--- config.mk ---
export PLATFORM = sky130hd
export DESIGN_NAME = lc3_fetch_skid
export DESIGN_NICKNAME = d
export VERILOG_FILES = /design/src/rtl/lc3_pipe_pkg.sv /design/src/rtl/lc3_slot.sv /design/src/rtl/lc3_fetch_skid.sv
export SDC_FILE = /design/constraint.sdc
export NUM_CORES = 1
export LEC_CHECK = 0
export CORE_MARGIN = 5
export CORE_UTILIZATION = 29
export DETAILED_ROUTE_END_ITERATION = 8
export GPL_TIMING_DRIVEN = 0
export SLEW_MARGIN = 20
export SYNTH_ARGS = -nofsm -noshare
export SYNTH_HDL_FRONTEND = slang
export SYNTH_SLANG_ARGS = --single-unit
--- constraint.sdc ---
create_clock -name clk -period 2.43 [get_ports clk]
set_input_delay 0.486 -clock clk [delete_from_list [all_inputs] [get_ports clk]]
set_output_delay 0.486 -clock clk [all_outputs]
set_load 0.01 [all_outputs]
--- src/rtl/lc3_pipe_pkg.sv ---
// rtl/lc3_pipe_pkg.sv - shared constants for the LC-3 fetch/decode skid buffer
package lc3_pipe_pkg;

  localparam int DEF_ADDR_W = 16;
  localparam int DEF_INST_W = 16;

  localparam logic [15:0] RESET_DATA = 16'h0000;

  localparam logic [1:0] ST_EMPTY = 2'd0;
  localparam logic [1:0] ST_ONE   = 2'd1;
  localparam logic [1:0] ST_FULL  = 2'd2;

  // Encoding 3 is unreachable; fold it onto EMPTY so a corrupted state self-heals.
  function automatic logic [1:0] st_norm(input logic [1:0] s);
    return (s == 2'd3) ? ST_EMPTY : s;
  endfunction

endpackage

--- src/rtl/lc3_slot.sv ---
// rtl/lc3_slot.sv - one {PC, IR} data register with load and synchronous clear
module lc3_slot
  import lc3_pipe_pkg::*;
#(
  parameter int W = DEF_ADDR_W + DEF_INST_W
) (
  input  logic         clk,
  input  logic         i_clr,
  input  logic         i_ld,
  input  logic [W-1:0] i_d,
  output logic [W-1:0] o_q
);

  logic [W-1:0] r_q;

  always_ff @(posedge clk) begin
    if (i_clr) begin
      r_q <= W'(RESET_DATA);
    end else if (i_ld) begin
      r_q <= i_d;
    end
  end

  assign o_q = r_q;

endmodule

--- src/rtl/lc3_fetch_skid.sv ---
// rtl/lc3_fetch_skid.sv - two-entry fetch/decode skid buffer; LC3_FETCH_SKID_STALL_CNT_EN adds stall_cnt
module lc3_fetch_skid
  import lc3_pipe_pkg::*;
#(
  parameter int ADDR_W = DEF_ADDR_W,
  parameter int INST_W = DEF_INST_W
) (
  input  logic              clk,
  input  logic              rst,
  input  logic              flush,
  input  logic              in_valid,
  input  logic [ADDR_W-1:0] in_pc,
  input  logic [INST_W-1:0] in_ir,
  output logic              in_ready,
  output logic              out_valid,
  output logic [ADDR_W-1:0] out_pc,
  output logic [INST_W-1:0] out_ir,
  input  logic              out_ready
`ifdef LC3_FETCH_SKID_STALL_CNT_EN
  ,
  output logic [15:0]       stall_cnt
`endif
);

  localparam int W = ADDR_W + INST_W;

  logic [1:0]   r_state;
  logic [1:0]   w_st;
  logic [1:0]   w_state_nx;
  logic         w_acc;
  logic         w_pop;
  logic         w_clr;
  logic         w_main_ld;
  logic         w_skid_ld;
  logic [W-1:0] w_main_d;
  logic [W-1:0] w_main_q;
  logic [W-1:0] w_skid_q;

  assign w_st      = st_norm(r_state);
  // in_ready sees only the state flop and rst, never out_ready.
  assign in_ready  = (w_st != ST_FULL) & ~rst;
  assign out_valid = (w_st != ST_EMPTY);

  assign w_acc = in_valid & in_ready;
  assign w_pop = out_valid & out_ready;
  assign w_clr = rst | flush;

  assign w_main_ld = ((w_st == ST_EMPTY) & w_acc)
                   | ((w_st == ST_ONE)   & w_acc & w_pop)
                   | ((w_st == ST_FULL)  & w_pop);
  assign w_skid_ld = (w_st == ST_ONE) & w_acc & ~w_pop;
  assign w_main_d  = (w_st == ST_FULL) ? w_skid_q : {in_pc, in_ir};

  always_comb begin
    w_state_nx = w_st;
    case (w_st)
      ST_EMPTY: if (w_acc) w_state_nx = ST_ONE;
      ST_ONE: begin
        if (w_acc & ~w_pop) begin
          w_state_nx = ST_FULL;
        end else if (~w_acc & w_pop) begin
          w_state_nx = ST_EMPTY;
        end
      end
      ST_FULL:  if (w_pop) w_state_nx = ST_ONE;
      default:  w_state_nx = ST_EMPTY;
    endcase
  end

  always_ff @(posedge clk) begin
    if (w_clr) begin
      r_state <= ST_EMPTY;
    end else begin
      r_state <= w_state_nx;
    end
  end

  lc3_slot #(.W(W)) u_main (
    .clk   (clk),
    .i_clr (w_clr),
    .i_ld  (w_main_ld),
    .i_d   (w_main_d),
    .o_q   (w_main_q)
  );

  lc3_slot #(.W(W)) u_skid (
    .clk   (clk),
    .i_clr (w_clr),
    .i_ld  (w_skid_ld),
    .i_d   ({in_pc, in_ir}),
    .o_q   (w_skid_q)
  );

  assign out_pc = w_main_q[W-1:INST_W];
  assign out_ir = w_main_q[INST_W-1:0];

`ifdef LC3_FETCH_SKID_STALL_CNT_EN
  logic [15:0] r_stall_cnt;

  // Survives flush on purpose: it measures decode back-pressure over the whole run.
  always_ff @(posedge clk) begin
    if (rst) begin
      r_stall_cnt <= 16'h0000;
    end else if (out_valid & ~out_ready & ~flush & (r_stall_cnt != 16'hFFFF)) begin
      r_stall_cnt <= r_stall_cnt + 16'd1;
    end
  end

  assign stall_cnt = r_stall_cnt;
`endif

endmodule
# --- Word-level counts from Yosys, hierarchy flattened ---
# Index checks and enable logic that the tools add are counted.
classes:
  n_eq_ne: 4
  muxes: 7
  bitwise_logic: 16
  reduce_logical: 2
ops:
  columns: ["operator", "n"]
  rows:
  - ["two-way mux 32 bit", 1]
  - ["bitwise AND 1 bit", 10]
  - ["two-way mux 2 bit", 5]
  - ["case mux 2 bit (3 select lines)", 1]
  - ["equality test 2 bit, second input constant", 2]
  - ["inverter 1 bit", 3]
  - ["bitwise OR 1 bit", 3]
  - ["equality test 2 x 1 -> 1 bit, second input constant", 1]
  - ["zero test 2 bit", 1]
  - ["!= test 2 bit, second input constant", 1]
  - ["nonzero test 2 bit", 1]
word_totals:
  ff_bits: 66
  input_bits: 37
  out_inout_bits: 34
  word_cells: 32

# --- Longest topological paths before layout ---
# Gate-level depths: netlist of run 1.
logic_depth:
  word_depth: 10
  ltp_mapped: 7
  depth_no_buf: 5

# --- Hierarchy ---
# A second synthesis of run 1 with hierarchy kept.
unflattened:
  hier_cells: 271
  area_unflattened_um2: 2946.6
modules_own_cells:
  columns: ["mod", "n_inst", "cells_per_inst", "area_each_um2", "seq_area_each_um2"]
  rows:
  - ["lc3_slot", 2, 103, 1163.6, 640.6]
  - ["lc3_fetch_skid", 1, 65, 619.3, 40.0]

# --- Worst setup path before layout of run 1 ---
# OpenSTA, ideal clock, no wires.
synth_timing:
  kind: "register to register"
  from: "register r_state[0]"
  to: "register u_main.r_q[0] (netlist: u_main.o_q[0])"
  setup_time_ns: 0.072
  t_arrival_ns: 1.775
  required_time_ns: 2.358
  setup_slack_ns: 0.584
  path_stages_with_launch: 7
  path_buffers: 1
  period_less_slack_ns: 1.846
  cell_sequence: "dfxtp_1 inv_1 ha_1 and4bb_1 a211oi_4 buf_8 mux2i_1"
synth_between:
  elab_chain_len: 9
  word_cells_on_any_way: 17
  cone_classes: "4 x eq/ne; 2 x mux; 9 x bitwise; 2 x reduce/logical"
synth_rtl:
  columns: ["element", "line", "text"]
  rows:
  - ["from (decl)", "lc3_fetch_skid.sv:27", "logic [1:0] r_state;"]
  - ["from (signal assigned)", "lc3_fetch_skid.sv:74", "r_state <= w_state_nx;"]
  - ["equality test 2 bit", "lc3_pipe_pkg.sv:15", "return (s == 2'd3) ? ST_EMPTY : s;"]
  - ["two-way mux 2 bit (*)", "lc3_pipe_pkg.sv:15", null]
  - ["!= test 2 bit", "lc3_fetch_skid.sv:41", "assign in_ready = (w_st != ST_FULL) & ~rst;"]
  - ["bitwise AND 1 bit", "lc3_fetch_skid.sv:41", null]
  - ["bitwise AND 1 bit", "lc3_fetch_skid.sv:44", "assign w_acc = in_valid & in_ready;"]
  - ["bitwise AND 1 bit (2 in series)", "lc3_fetch_skid.sv:49", "| ((w_st == ST_ONE) & w_acc & w_pop)"]
  - ["bitwise OR 1 bit", "lc3_fetch_skid.sv:49", null]
  - ["bitwise OR 1 bit", "lc3_fetch_skid.sv:50", "| ((w_st == ST_FULL) & w_pop);"]
  - ["to (signal assigned)", "lc3_slot.sv:18", "r_q <= W'(RESET_DATA);"]
  - ["to (signal assigned)", "lc3_slot.sv:20", "r_q <= i_d;"]
  - ["to (decl)", "lc3_slot.sv:14", "logic [W-1:0] r_q;"]
# Every way passes the cells marked *; elsewhere a longest branch is shown, timed or not.
# A chain may end at the register's enable or synchronous reset.

# --- Worst setup path in the final report of run 1 ---
layout_timing:
  from: "register r_state[0]"
  to: "output port in_ready"
layout_between:
  elab_chain_len: 4
layout_rtl:
  columns: ["element", "line", "text"]
  rows:
  - ["equality test 2 bit", "lc3_pipe_pkg.sv:15", null]
  - ["two-way mux 2 bit (*)", "lc3_pipe_pkg.sv:15", null]
  - ["!= test 2 bit (*)", "lc3_fetch_skid.sv:41", null]
  - ["bitwise AND 1 bit (*)", "lc3_fetch_skid.sv:41", null]
  - ["to (decl)", "lc3_fetch_skid.sv:14", "output logic in_ready,"]
# Marked as above.

==> qor.csv, run 1 <==
metric,value,unit
status,"complete, no violations",
synth_xor_area_share,0,%
drive_above_1_share,12.8,%
rsz0062_at_grt,false,
synth_top_family_by_area,multiplexers,
hold_viol_final,0,
htree_levels,3,
power_per_cell_area,607,mW/mm^2
synth-async-reset-ratio,0,%
placeableCoreArea,0.0109,mm^2
routed_wl,9040,um
grt_pass1_wl,14500,um
drt_iter0_drc,80,
utilization,40.6,%
worstPathArrival,1.85,ns
maxSlewViolCount,0,
antenna_found_initial,0,
vdd_drop_max,0.304,mV
setup_viol,0,
fin_nets,481,
fillCellCount,1117,
criticalPathCategory,register to output pin,
dr.pass1.iters,4,
first_global_vias,2880,
die_area,0.0135,mm^2
antenna_cells,0,
synthSimpleGateAreaFrac,16.8,%
grtUsageTotal,13.7,%
required,1.94,ns
hpwl,6470,um
chipHeight,116,um
dieWidth,116,um
root_buffer,clkbuf_16,
max-slew-margin-rel,58.1,%
total_power,2.70,mW
start_util,29.9,%
dr_total_vias,2907,
yosys.area_share.adder,1.53,%
cp_max_fo,27,
rows,38,
portBuffers,70,
postLayoutSetupSlackWorst,0.0939,ns
clk_pin_slew_worst_paths,0.05,ns
drc,0,
drv_cap,0,
worst_pin_slew,0.629,ns
synth_cell_types,29,
postCtsSetupBuffers,0,
synth-edff-count,0,
pin_count,71,
cts_buffer_depth,2,
clock_latency,0.33,ns
fin_crit,2.34,ns
fin_skew,0.00966,ns
wl_per_cell,15.4,um
fin_tns_setup,0,ns
dpl_worst_slack,-0.0404,ns
p_leak,1.58,nW
viasPerCell,4.97,
crit_slowest_cell,clkdlybuf4s50_1,
synth_seq_cells,66,
holdWs,0.455,ns
ant_nets,0,
netlist_area,0.00327,mm^2
period_share,96.1,%
cts_buffers,9,
globalplace.congestion,0.850,
synthCells,361,
yosys-mux-area-fraction,20.8,%
yosys_warnings,0,
grt_overflow,0,
cts_tree,yes,
hold_class,register to register,
crit_chain,"inv_1, ha_1, buf_4, nor2_1, clkdlybuf4s50_1",
clkSinkCount,66,
worstSetupEndpointType,output pin,
syn_nets,402,
synth_compound_area_share,14.1,%
fmax,428,MHz
synth_seq_area_share,40.4,%
startpoint_type,register,
synth_area_per_cell,9.05,um^2
area_delta_synth_final,36.0,%
critPathMaxStageDelay,0.55,ns
synth_flop_cell,dfxtp_1,
grt_max_degree,28,
## state kept, by name, indices dropped and copies added, names as in the netlist
name and cells:
u_skid.o_q 32, r_state 2, u_main.o_q 32
## final timing paths
check,start,to,slack [ns],cells past startpoint
setup / recovery,r_state[0],in_ready,0.09,5
hold / removal,u_main.o_q[25],u_main.o_q[25],0.46,2
setup reg to reg,r_state[0],u_main.o_q[26],0.34,6
hold reg to reg,u_main.o_q[25],u_main.o_q[25],0.46,2
## timing repair
action                                  4_1_cts  5_1_grt
hold buffers                                  0        0
gates cloned                                  0        0
endpoints found under the setup margin        1        1
hold endpoints to repair                      0        0
resized for setup                             0        2
## where the power goes
group	internal (mW)	total [mW]	switching, mW	leakage, nW
registers	1.10	1.11	0.00752	0.533
logic	0.142	0.268	0.126	0.906
clock network	0.848	1.32	0.475	0.145
## synthesized netlist by cell type, types with 3 or more instances
cell / count / share of area [%]
mux2_2: 32 / 11
buf_1: 3 / 0.34
dfxtp_1: 66 / 40
mux2i_1: 32 / 9.8
nor2_1: 3 / 0.34
a21oi_1: 34 / 5.2
clkbuf_1: 31 / 3.6
o31ai_1: 32 / 7.4
ha_1: 4 / 1.5
buf_8: 3 / 1.4
nand2_1: 65 / 7.5
buf_2: 3 / 0.46
inv_1: 5 / 0.57
nand4_1: 32 / 6.1
## per-stage QoR
stage / cells / cell area [um^2]
after floorplan: 361 / 3270
after global placement: 571 / 4140
after detailed placement: 571 / 4140
after CTS: 585 / 4440
after global routing: 585 / 4440
final: 585 / 4440
## placed cells by master (no fill, tap or decap), types with 4 or more instances in the layout
master,netlist,final
clkbuf_16,0,9
mux2_2,32,32
o31ai_1,32,32
dfxtp_1,66,66
clkbuf_1,31,32
a21oi_1,34,34
ha_1,4,4
nand4_1,32,32
nand2_1,65,65
clkdlybuf4s50_1,0,70
inv_1,5,5
mux2i_1,32,32
## cells by family after synthesis
logic type | count (synthesis)
fa+ha+maj | 4
buf+inv | 45
mux | 64
simple gates | 111
compound gates | 71
flops | 66
## cell type report
class / count / area (um^2) / share of cell area, %
Inverter: 5 / 18.8 / 0.422
Clock buffer: 12 / 256 / 5.77
Sequential cell: 66 / 1320 / 29.7
Multi-Input combinational cell: 250 / 1740 / 39.2
Clock inverter: 4 / 50.0 / 1.13
Buffer: 38 / 181 / 4.08
Tap cell: 140 / 175 / 3.94
Timing Repair Buffer: 70 / 701 / 15.8
## critical path, delay by kind of cell, from the launching register on
family | cells | cell delay (ns)
buf+inv | 3 | 0.85
fa+ha+maj | 1 | 0.20
flops | 1 | 0.37
simple gates | 1 | 0.12
## layer usage
| metal | vias up | global-route usage [%] | routed length [um] |
|---|---|---|---|
| li1 | 1464 | - | - |
| met1 | 1360 | 16.8 | 3960 |
| met2 | 69 | 22.7 | 4380 |
| met3 | 14 | 3.78 | 488 |
| met4 | 0 | 5.65 | 206 |
| met5 | - | 0 | 0 |
Note: power is estimated with default switching activity, not from simulation.
==> run 2, diff against run 1 <==
--- a/config.mk
+++ b/config.mk
@@ -9,6 +9,7 @@
 export CORE_UTILIZATION = 29
 export DETAILED_ROUTE_END_ITERATION = 8
 export GPL_TIMING_DRIVEN = 0
+export PLACE_DENSITY = 0.62
 export SLEW_MARGIN = 20
 export SYNTH_ARGS = -nofsm -noshare
 export SYNTH_HDL_FRONTEND = slang
==> run 2 against run 1 <==
Effect of this change:
- register-to-register slack lost 0.02 ns
- power shrank 0.31%
- sequential cell count is the same
- core utilization is essentially flat
- hold slack gained 0.0014 ns
- final cell count is the same
- die area is the same
- combinational power is essentially flat
==> qor.csv, run 2 (synthesized netlist as in run 1, its figures left out) <==
metric,value,unit
status,"complete, no violations",
crit_slowest_cell,clkdlybuf4s50_1,
cts_tree,yes,
dpl_cell_area,0.00414,mm^2
wl_met1,4160,um
globalplace.congestion,0.790,
required,1.94,ns
hpwl,6670,um
antenna_found_initial,0,
r2r_start,r_state[0],
fin_skew,0.00481,ns
cp_max_fo,27,
die_area,0.0135,mm^2
total_power,2.69,mW
root_buffer,clkbuf_16,
hold_viol_final,0,
pin_count,71,
grt_pass1_wl,15200,um
drv_cap,0,
ant_nets,0,
power_per_cell_area,605,mW/mm^2
fin_tns_setup,0,ns
top_layer,met4,
startpoint_type,register,
dr.pass1.iters,4,
rsz0062_at_grt,false,
most-common-layout-cells,"clkdlybuf4s50_1 (70), dfxtp_1 (66), nand2_1 (65), a21oi_1 (34)",
design_area,0.00444,mm^2
cts_buffers,9,
worstSetupEndpointType,output pin,
hp-start,u_main.o_q[24],
fmax,430,MHz
viasPerCell,5.06,
grtUsageTotal,14.3,%
drt_iter0_drc,115,
fillCellCount,1112,
grt_overflow,0,
placedCellCount,571,
crit_chain,"inv_1, ha_1, buf_4, nor2_1, clkdlybuf4s50_1",
critPathMaxStageDelay,0.55,ns
holdWs,0.456,ns
cts_buffer_depth,2,
portBuffers,70,
dieWidth,116,um
postCtsSetupBuffers,0,
final_cells,585,
drc,0,
postCtsHoldBufs,0,
htree_levels,3,
layout_commonest_cell,clkdlybuf4s50_1,
crit_start,r_state[0],
setup_viol,0,
grt_max_degree,28,
vdd_drop_max,0.279,mV
area_delta_synth_final,35.9,%
max-slew-margin-rel,61.2,%
criticalPathCategory,register to output pin,
antenna_cells,0,
path_buf_inv,3,
worstPathArrival,1.84,ns
crit_family,buffers and inverters,
chipHeight,116,um
p_leak,1.58,nW
clk_pin_slew_worst_paths,0.06,ns
wl_per_cell,15.9,um
start_util,29.9,%
drive_above_1_share,13.0,%
period_share,95.6,%
fin_crit,2.32,ns
met2_length,4450,um
first_global_vias,3017,
maxSlewViolCount,0,
clock_latency,0.33,ns
dr_total_vias,2959,
hold_class,register to register,
routed_wl,9280,um
worst_pin_slew,0.582,ns
clkSinkCount,66,
rows,38,
wl_met3,494,um
fin_nets,481,
placeableCoreArea,0.0109,mm^2
==> run 2: changes by cell type in the layout (fill, tap and decap cells not counted) <==
cell      before  now
clkbuf_8       2    1
clkbuf_1      32   31
inv_6          0    1
clkinv_2       1    2
==> run 2: routing by layer <==
layer | track usage (%) | vias to the layer above
met5 | 0 | -
met4 | 4.64 | 0
met3 | 3.83 | 15
met2 | 24.1 | 78
met1 | 17.9 | 1402
li1 | - | 1464
==> run 2: path summary, 6_finish.rpt <==
path / end / slack [ns] / cells past startpoint
worst max-delay path: in_ready / 0.11 / 5
worst min-delay path: u_main.o_q[24] / 0.46 / 2
worst min register to register: u_main.o_q[24] / 0.46 / 2
worst max register to register: u_main.o_q[21] / 0.32 / 6
==> run 2: through the flow <==
stage               utilization [%]  setup WS (ns)
finish                         40.6          0.107
global route                   40.6         0.0193
CTS                            40.6        0.00447
detailed placement             37.9        -0.0286
global placement               37.9        0.00485
floorplan                         -          0.584
==> run 2: worst reg2reg max path, delay by kind of cell (launching register included) <==
| family | cells | cell delay, ns |
|---|---|---|
| muxes | 1 | 0.21 |
| adders and majority gates | 1 | 0.40 |
| buffers and inverters | 2 | 0.31 |
| and+or+nand+nor | 1 | 0.29 |
| AOI/OAI and AO/OA | 1 | 0.48 |
| DFF | 1 | 0.35 |
==> run 2: what timing repair did <==
action                     in CTS  in global routing
setup endpoints to repair       1                  1
gates resized for setup         0                  2
pin swaps                       0                  0
==> run 2: final cells by class <==
cell class	instances	area, um^2	share of cell area [%]
Buffer	38	181	4.09
Clock buffer	10	239	5.38
Clock inverter	6	63.8	1.44
Inverter	5	18.8	0.423
Multi-Input combinational cell	250	1740	39.2
Sequential cell	66	1320	29.8
Tap cell	140	175	3.94
Timing Repair Buffer	70	701	15.8
==> run 2: power by group <==
group	internal (mW)	switching, mW	leakage, nW
registers	1.10	0.00780	0.533
clock network	0.821	0.493	0.145
logic	0.142	0.126	0.906
total	2.06	0.627	1.58
==> run 3, diff against run 2 <==
--- a/config.mk
+++ b/config.mk
@@ -6,10 +6,10 @@
 export NUM_CORES = 1
 export LEC_CHECK = 0
 export CORE_MARGIN = 5
-export CORE_UTILIZATION = 29
+export CORE_UTILIZATION = 30
 export DETAILED_ROUTE_END_ITERATION = 8
-export GPL_TIMING_DRIVEN = 0
-export PLACE_DENSITY = 0.62
+export DONT_BUFFER_PORTS = 1
+export PLACE_DENSITY = 0.55
 export SLEW_MARGIN = 20
 export SYNTH_ARGS = -nofsm -noshare
 export SYNTH_HDL_FRONTEND = slang
==> run 3 against run 2 <==
Effect of this change:
- global-route usage fell by 0.91 points
- first-iteration DRC count grew 48%
- final cell count down 16%
- sequential share of layout area rose by 7.3 points
- non-clock buffer count shrank 93
- combinational power down 42%
- register-to-register slack improved by 0.08 ns
- count of clock-buffer cells in the layout up 4
- clock power is 37% lower
- fmax up 14%
- power decreased by 22%
- largest cell class unchanged
==> qor.csv, run 3 (synthesized netlist as in run 1, its figures left out) <==
metric,value,unit
status,"complete, no violations",
design_area,0.00356,mm^2
antenna_found_initial,0,
r2r_start,r_state[0],
holdWs,0.276,ns
portBuffers,0,
dpl_worst_slack,0.425,ns
p_sw,0.526,mW
crit_slowest_cell,dfxtp_1,
swShare,25.2,%
power_per_cell_area,586,mW/mm^2
fmax,491,MHz
start_util,30.4,%
grtUsageTotal,13.4,%
cts_buffers,9,
grt_pass1_wl,13800,um
clkSinkCount,66,
worst_pin_slew,0.676,ns
reg2regPathDepth,6,
p_leak,1.27,nW
setup_viol,0,
dieWidth,114,um
dpl_cell_area,0.00340,mm^2
power_frac_comb,7.5,%
total_power,2.09,mW
ctsResizeCount,0,
maxSlewViolCount,0,
rows,38,
final_cells,492,
dr_total_vias,2597,
crit_family,flip-flops,
path_buf_inv,2,
postCtsSetupBuffers,0,
criticalPathCategory,register to output pin,
max-slew-margin-rel,54.9,%
seqPwrFrac,53.2,%
pin_count,71,
hold_end,u_skid.o_q[5],
worstSetupEndpointType,output pin,
globalplace.congestion,0.705,
clock_latency,0.35,ns
grt_overflow,0,
utilization,33.2,%
p_clk_share,39.3,%
viasPerCell,5.28,
antenna_cells,0,
r2r-end,u_main.o_q[17],
fin_tns_setup,0,ns
grt_max_degree,33,
ff2ff_setup_slack,0.40,ns
first_global_vias,2558,
placedCellCount,476,
cts_tree,yes,
drt_iter0_drc,170,
worstPathArrival,1.55,ns
crit_chain,"inv_1, ha_2, buf_4, nor2_1",
postCtsHoldBufs,0,
hold_viol_final,0,
wl_per_cell,17.1,um
ant_nets,0,
postLayoutSetupSlackWorst,0.393,ns
placeableCoreArea,0.0107,mm^2
fin_skew,0.00895,ns
hpwl,5540,um
vdd_drop_max,0.292,mV
root_buffer,clkbuf_8,
hp-start,in_ir[5],
most-common-layout-cells,"dfxtp_1 (66), nand2_1 (65), a21oi_1 (34)",
drv_cap,0,
critPathMaxStageDelay,0.36,ns
rsz0062_at_grt,false,
routed_wl,8430,um
fin_crit,2.04,ns
required,1.94,ns
period_share,83.8,%
clk_pin_slew_worst_paths,0.07,ns
cts_buffer_depth,2,
die_area,0.0131,mm^2
layout_commonest_cell,dfxtp_1,
htree_levels,3,
fin_nets,388,
dr.pass1.iters,4,
drc,0,
startpoint_type,register,
area_delta_synth_final,9.04,%
fillCellCount,1147,
power.internal,1.56,mW
hold_class,primary input to register,
drive_above_1_share,19.0,%
cp_max_fo,29,
holdPathStages,2,
chipHeight,114,um
run 3: metal layers:
layer / wire (um) / part of all wire, % / up-vias / global-route usage (%)
li1: - / - / 1271 / -
met1: 3530 / 42 / 1230 / 16.1
met2: 3950 / 47 / 82 / 21.2
met3: 826 / 9.8 / 14 / 5.87
met4: 128 / 1.5 / 0 / 4.75
met5: 0 / 0 / - / 0
run 3: cell type report:
class | instances | area [um^2] | area share (%)
clock buffers | 14 | 153 | 4.28
clock inverters | 2 | 12.5 | 0.351
inverters | 5 | 18.8 | 0.527
multi-input cells | 250 | 1760 | 49.3
flip-flops and latches | 66 | 1320 | 37.1
well taps | 140 | 175 | 4.92
repair buffers | 15 | 125 | 3.51
run 3: worst register-to-register path: stages, from the launching register on:
cell	delay (ns)
dfxtp_1	0.36
inv_1	0.08
ha_1	0.47
and4bb_4	0.26
a211oi_4	0.26
buf_12	0.29
mux2i_1	0.25
run 3: worst max-delay path by stage:
stage               startpoint             end  slack (ns)  cells after the start
global placement    r_state[0]  u_main.o_q[14]        0.51                      6
finish              r_state[0]        in_ready        0.39                      4
floorplan           r_state[0]   u_main.o_q[0]        0.58                      6
global route        r_state[0]   u_main.o_q[4]        0.26                      6
CTS                 r_state[0]        in_ready        0.36                      4
detailed placement  r_state[0]  u_main.o_q[17]        0.43                      6
run 3: power by group through the flow:
| stage | Sequential (mW) | Combinational [mW] | Clock, mW |
|---|---|---|---|
| after floorplan | 1.13 | 0.131 | 0 |
| after global placement | 1.14 | 0.158 | 0 |
| after detailed placement | 1.14 | 0.158 | 0 |
| after CTS | 1.11 | 0.159 | 0.852 |
| after global routing | 1.11 | 0.174 | 0.893 |
| final | 1.11 | 0.156 | 0.821 |
